--- config.mk ---
export PLATFORM = sky130hd
export DESIGN_NAME = vga_timing_gen
export DESIGN_NICKNAME = d
export VERILOG_FILES = /design/src/rtl/vga_timing_pkg.sv /design/src/rtl/vga_axis_counter.sv /design/src/rtl/vga_timing_gen.sv
export SDC_FILE = /design/constraint.sdc
export NUM_CORES = 1
export LEC_CHECK = 0
export CAP_MARGIN = 20
export CORE_ASPECT_RATIO = 0.75
export CORE_MARGIN = 3
export CORE_UTILIZATION = 55
export DETAILED_ROUTE_END_ITERATION = 12
export PLACE_DENSITY = 0.84
export SLEW_MARGIN = 20
export SYNTH_ARGS = -nofsm -noshare
export SYNTH_HDL_FRONTEND = slang
export SYNTH_SLANG_ARGS = --single-unit
--- constraint.sdc ---
create_clock -name Clk -period 3.75 [get_ports Clk]
set_input_delay 0.75 -clock Clk [delete_from_list [all_inputs] [get_ports Clk]]
set_output_delay 0.75 -clock Clk [all_outputs]
set_load 0.01 [all_outputs]
--- src/rtl/vga_timing_pkg.sv ---
// Default 640x480@60 raster constants and small helpers shared by the VGA
// timing generator and its per-axis counters.
package vga_timing_pkg;

    localparam int DEF_CLK_DIV  = 2;
    localparam int DEF_H_ACTIVE = 640;
    localparam int DEF_H_FP     = 16;
    localparam int DEF_H_SYNC   = 96;
    localparam int DEF_H_BP     = 48;
    localparam int DEF_V_ACTIVE = 480;
    localparam int DEF_V_FP     = 10;
    localparam int DEF_V_SYNC   = 2;
    localparam int DEF_V_BP     = 33;
    localparam bit DEF_HS_POL   = 1'b0;
    localparam bit DEF_VS_POL   = 1'b0;
    localparam int DEF_CNT_W    = 10;

    localparam int DEF_H_TOTAL = DEF_H_ACTIVE + DEF_H_FP + DEF_H_SYNC + DEF_H_BP;
    localparam int DEF_V_TOTAL = DEF_V_ACTIVE + DEF_V_FP + DEF_V_SYNC + DEF_V_BP;

    localparam int DEF_H_SYNC_START = DEF_H_ACTIVE + DEF_H_FP;
    localparam int DEF_H_SYNC_END   = DEF_H_SYNC_START + DEF_H_SYNC - 1;
    localparam int DEF_V_SYNC_START = DEF_V_ACTIVE + DEF_V_FP;
    localparam int DEF_V_SYNC_END   = DEF_V_SYNC_START + DEF_V_SYNC - 1;

    // Bits needed to hold the values 0..n-1 (never less than one bit).
    function automatic int cnt_width(input int n);
        return (n <= 2) ? 1 : $clog2(n);
    endfunction

    function automatic int axis_total(input int active, input int fp,
                                      input int sync, input int bp);
        return active + fp + sync + bp;
    endfunction

endpackage

--- src/rtl/vga_axis_counter.sv ---
// One raster axis: wrapping position counter plus sync/active decode taken
// from the next-state count so the registered sync lines up with the count.
module vga_axis_counter
    import vga_timing_pkg::*;
#(
    parameter int ACTIVE = DEF_H_ACTIVE,
    parameter int FP     = DEF_H_FP,
    parameter int SYNC   = DEF_H_SYNC,
    parameter int BP     = DEF_H_BP,
    parameter bit POL    = DEF_HS_POL,
    parameter int W      = DEF_CNT_W
) (
    input  logic         clk,
    input  logic         srst,
    input  logic         advance,
    output logic [W-1:0] count,
    output logic         terminal,
    output logic         sync,
    output logic         active_next
);

    localparam int TOTAL = axis_total(ACTIVE, FP, SYNC, BP);

    localparam logic [W-1:0] LAST       = W'(TOTAL - 1);
    localparam logic [W-1:0] ACTIVE_END = W'(ACTIVE);
    localparam logic [W-1:0] SYNC_FIRST = W'(ACTIVE + FP);
    localparam logic [W-1:0] SYNC_LAST  = W'(ACTIVE + FP + SYNC - 1);

    logic [W-1:0] count_reg;
    logic [W-1:0] count_next;
    logic         sync_reg;
    logic         sync_next;

    always_comb begin
        count_next = count_reg;
        if (advance) begin
            count_next = (count_reg == LAST) ? '0 : count_reg + 1'b1;
        end
        sync_next   = ((count_next >= SYNC_FIRST) && (count_next <= SYNC_LAST)) ? POL : ~POL;
        active_next = (count_next < ACTIVE_END);
    end

    always_ff @(posedge clk) begin
        if (srst) begin
            count_reg <= '0;
            sync_reg  <= ~POL;
        end else begin
            count_reg <= count_next;
            sync_reg  <= sync_next;
        end
    end

    assign count    = count_reg;
    assign terminal = (count_reg == LAST);
    assign sync     = sync_reg;

endmodule

--- src/rtl/vga_timing_gen.sv ---
// VGA raster timing generator: pixel-clock prescaler, horizontal and vertical
// axis counters, registered sync/blank outputs and line/frame strobes.
module vga_timing_gen
    import vga_timing_pkg::*;
#(
    parameter int CLK_DIV  = DEF_CLK_DIV,
    parameter int H_ACTIVE = DEF_H_ACTIVE,
    parameter int H_FP     = DEF_H_FP,
    parameter int H_SYNC   = DEF_H_SYNC,
    parameter int H_BP     = DEF_H_BP,
    parameter int V_ACTIVE = DEF_V_ACTIVE,
    parameter int V_FP     = DEF_V_FP,
    parameter int V_SYNC   = DEF_V_SYNC,
    parameter int V_BP     = DEF_V_BP,
    parameter bit HS_POL   = DEF_HS_POL,
    parameter bit VS_POL   = DEF_VS_POL,
    parameter int CNT_W    = DEF_CNT_W
) (
    input  logic             Clk,
    input  logic             Reset,
    input  logic             Enable,
    output logic [CNT_W-1:0] hcount,
    output logic [CNT_W-1:0] vcount,
    output logic             hsync,
    output logic             vsync,
    output logic             video_on,
    output logic             pix_tick,
    output logic             line_end,
    output logic             frame_end
);

    localparam int H_TOTAL = axis_total(H_ACTIVE, H_FP, H_SYNC, H_BP);
    localparam int V_TOTAL = axis_total(V_ACTIVE, V_FP, V_SYNC, V_BP);
    localparam int PRE_W   = cnt_width(CLK_DIV);

    localparam logic [PRE_W-1:0] PRE_LAST = PRE_W'(CLK_DIV - 1);

    if (CLK_DIV < 1 || H_ACTIVE < 1 || H_FP < 1 || H_SYNC < 1 || H_BP < 1 ||
        V_ACTIVE < 1 || V_FP < 1 || V_SYNC < 1 || V_BP < 1 || CNT_W < 1 ||
        (longint'(1) << CNT_W) < longint'(H_TOTAL) ||
        (longint'(1) << CNT_W) < longint'(V_TOTAL)) begin : g_bad_params
        $error("vga_timing_gen: illegal parameter set");
    end

    logic [PRE_W-1:0] prescaler_reg;
    logic [PRE_W-1:0] prescaler_next;
    logic             video_on_reg;
    logic             h_terminal;
    logic             v_terminal;
    logic             h_active_next;
    logic             v_active_next;
    logic             v_advance;

    always_comb begin
        prescaler_next = prescaler_reg;
        if (Enable) begin
            prescaler_next = (prescaler_reg == PRE_LAST) ? '0 : prescaler_reg + 1'b1;
        end
    end

    // video_on is refreshed every cycle from the next-state counters; while
    // frozen those equal the current counters, so the flag simply holds.
    always_ff @(posedge Clk) begin
        if (Reset) begin
            prescaler_reg <= '0;
            video_on_reg  <= 1'b0;
        end else begin
            prescaler_reg <= prescaler_next;
            video_on_reg  <= h_active_next && v_active_next;
        end
    end

    assign pix_tick  = Enable && (prescaler_reg == PRE_LAST);
    assign line_end  = pix_tick && h_terminal;
    assign frame_end = line_end && v_terminal;
    assign v_advance = line_end;
    assign video_on  = video_on_reg;

    vga_axis_counter #(
        .ACTIVE (H_ACTIVE),
        .FP     (H_FP),
        .SYNC   (H_SYNC),
        .BP     (H_BP),
        .POL    (HS_POL),
        .W      (CNT_W)
    ) u_h_axis (
        .clk         (Clk),
        .srst        (Reset),
        .advance     (pix_tick),
        .count       (hcount),
        .terminal    (h_terminal),
        .sync        (hsync),
        .active_next (h_active_next)
    );

    vga_axis_counter #(
        .ACTIVE (V_ACTIVE),
        .FP     (V_FP),
        .SYNC   (V_SYNC),
        .BP     (V_BP),
        .POL    (VS_POL),
        .W      (CNT_W)
    ) u_v_axis (
        .clk         (Clk),
        .srst        (Reset),
        .advance     (v_advance),
        .count       (vcount),
        .terminal    (v_terminal),
        .sync        (vsync),
        .active_next (v_active_next)
    );

endmodule

==> out/qor.yml <==
run_status:
  outcome: "finished, final reports clean"
final_layout:
  syn2layout_area_growth_pct: 21.7
  fin_area_sq_mm: 0.00178
  finalNonFillerCells: 242
  drive_gt1_share_pct: 9.62
  fill_cells: 201
  fin_nets: 215
  antenna_cells: 0
yosys:
  seq_area_frac_synth_pct: 32.8
  postSynthCellCount: 185
  synth.most_common_cell: "dfxtp_1"
  ys_types: 48
  synth_commonest_cells: "dfxtp_1, nor2_1, nand2_1, a21oi_1, nand3_1"
  postSynthAreaPerCell_sq_um: 7.91
  syn-cell-area_sq_mm: 0.00146
  yosysTopAreaCell: "dfxtp_1"
  synthFlopType: "dfxtp_1"
  yosysWarnings: 0
  async_reset_ff_share_pct: 0
  synthTopCellsByArea: "dfxtp_1, xnor2_1, nor2_1"
  synth_fp_nets: 191
  synth_edf_count: 0
  synth_top_area_share_pct: 32.8
  yosys_register_bits: 24
power_and_ir_drop:
  ir_worst_vdd_uv: 192
  p_sw_mw: 0.0913
  clock_power_share_pct: 32.6
  p_int_mw: 0.326
  power_frac_comb_pct: 4.9
  sw_frac_of_total_pct: 21.9
  p_leak_nw: 0.581
  cellPowerDensity_mw_per_mm2: 234
  sequentialPowerShare_pct: 62.6
global_routing:
  grt_start_max_net_pins: 14
  grt_usage_pct: 23.1
  grt_pass1_wl_mm: 6.02
  antenna_found_initial: 0
  grt_pass1_vias: 1312
  grt_overflow: 0
sta:
  hold_viol_final: 0
  slew_viol_final: 0
  period_minus_slack_ns: 3.46
  fin_skew_ns: 0.00931
  setup_viol: 0
  setup_tns_ns: 0
  period_share_pct: 92.3
  worst_pin_slew_ns: 0.544
  clock.fmax_mhz: 289
  rsz0062_at_grt: "false"
  worst_slew_margin_rel_pct: 63.5
floorplanning:
  die_w_microns: 65.5
  initial_core_util_pct: 60.9
  ios: 29
  dieArea_sq_mm: 0.00332
  coreArea_sq_mm: 0.00240
  fp.dieH_microns: 50.7
  num_rows: 15
worst_setup_path:
  cp_max_fo: 12
  startpoint_type: "flop"
  rrSetupSlack_ns: 1.27
  path_cells: "ha_1 > or3b_4 > or4_4 > nor2_1 > clkdlybuf4s50_1"
  cp_data_arrival_time_ns: 2.71
  path_class: "flop to primary output"
  crit_slowest_cell: "or4_4"
  crit_path_end_kind: "primary output"
  crit_required_ns: 3.00
  cp_slowest_stage_delay_ns: 0.60
placement:
  gp_congestion: 0.948
  io_buffers: 28
  dp.cells: 238
  dp_hpwl_mm: 2.62
  place_area_sq_mm: 0.00174
clock_tree:
  hold_buffers: 0
  cts_buffer_depth: 2
  cts_buffers: 3
  cts_resized: 0
  clkSlewWorstSetupHoldPaths_ns: 0.12
  cts_tree: "done"
  cts_num_sinks: 24
  insertion_delay_ns: 0.32
  post_cts_buffers: 0
  htree_levels: 1
  cts-root-buf: "clkbuf_4"
flow_run:
  drv_cap: 0
route:
  via_per_inst: 5.95
  postRouteAntennaNets: 0
  wl_mm: 3.45
  route.detailed.drc: 0
  drt_iter0_markers: 92
  num_vias: 1439
  dr.pass1.iters: 4
  wl_per_cell_microns: 14.2
hold_path:
  holdCritPathClass: "flop to flop"
-- per-layer routing --
layer  track usage (%)  wire (microns)  up-vias
met1              33.4            1720      668
met5                 0               0        -
met3              5.82             236        4
li1                  -               -      714
met4              3.79              23        0
met2              35.0            1470       53
-- final timing paths --
kind                startpoint           endpoint  depth (start not counted)
min reg2reg  u_h_axis.count[1]  u_h_axis.count[1]                          2
min          u_h_axis.count[1]  u_h_axis.count[1]                          2
max          u_h_axis.count[0]          frame_end                          5
max reg2reg  u_h_axis.count[0]      u_v_axis.sync                          6
-- critical path, delay by kind of cell (launching register included) --
kind | cells | cell delay (ns)
DFF | 1 | 0.48
and+or+nand+nor | 3 | 1.16
adders and majority gates | 1 | 0.21
buffers and inverters | 1 | 0.55
-- kinds of logic (layout without fill, tap and decap cells) --
| logic type | count (synthesis) | after routing | share of synthesized area [%] |
|---|---|---|---|
| flops | 24 | 24 | 32.8 |
| fa+ha+maj | 3 | 3 | 2.57 |
| simple gates | 96 | 96 | 37.3 |
| buf+inv | 18 | 41 | 5.22 |
| compound gates | 33 | 33 | 15.5 |
| xor+xnor | 11 | 11 | 6.59 |
-- cells in the final DEF (no fill, tap or decap), drive strengths merged, types with 2 or more instances in the layout --
master and count:
a21oi 13, nand4 8, nand2b 2, xnor2 9, nor2 21, or2 4, ha 3, nor4 6
a21o 2, o22ai 2, inv 8, nand3 12, clkdlybuf4s50 28, xor2 2, and4 3, or3 5
nor3 11, nand2 16, o21ai 4, dfxtp 24, and2 2, clkbuf 4
-- power by group through the flow --
stage | Sequential [mW] | Clock, mW | Combinational, mW
global placement | 0.266 | 0 | 0.0195
detailed placement | 0.267 | 0 | 0.0203
floorplan | 0.267 | 0 | 0.00960
finish | 0.261 | 0.136 | 0.0204
global route | 0.262 | 0.151 | 0.0224
CTS | 0.261 | 0.139 | 0.0204
-- per-stage QoR --
step                      hold WS [ns]  setup slack, ns  total power [mW]  util, %
after detailed placement         0.492            0.311             0.287     72.6
final                            0.515            0.290             0.417     74.1
after floorplan                  0.508             1.13             0.276        -
after global placement           0.478            0.364             0.286     72.6
after global routing             0.572            0.163             0.435     74.1
after CTS                        0.516            0.272             0.421     74.1
-- layout make-up --
type | count | area (sq um) | area share, %
timing repair buffer | 28 | 280 | 15.7
sequential | 24 | 480 | 27.0
clock buffer | 4 | 36.3 | 2.04
tap | 34 | 42.5 | 2.39
multi-input combinational | 143 | 906 | 50.9
inverter | 9 | 35.0 | 1.97
Note: power is estimated with default switching activity, not from simulation.
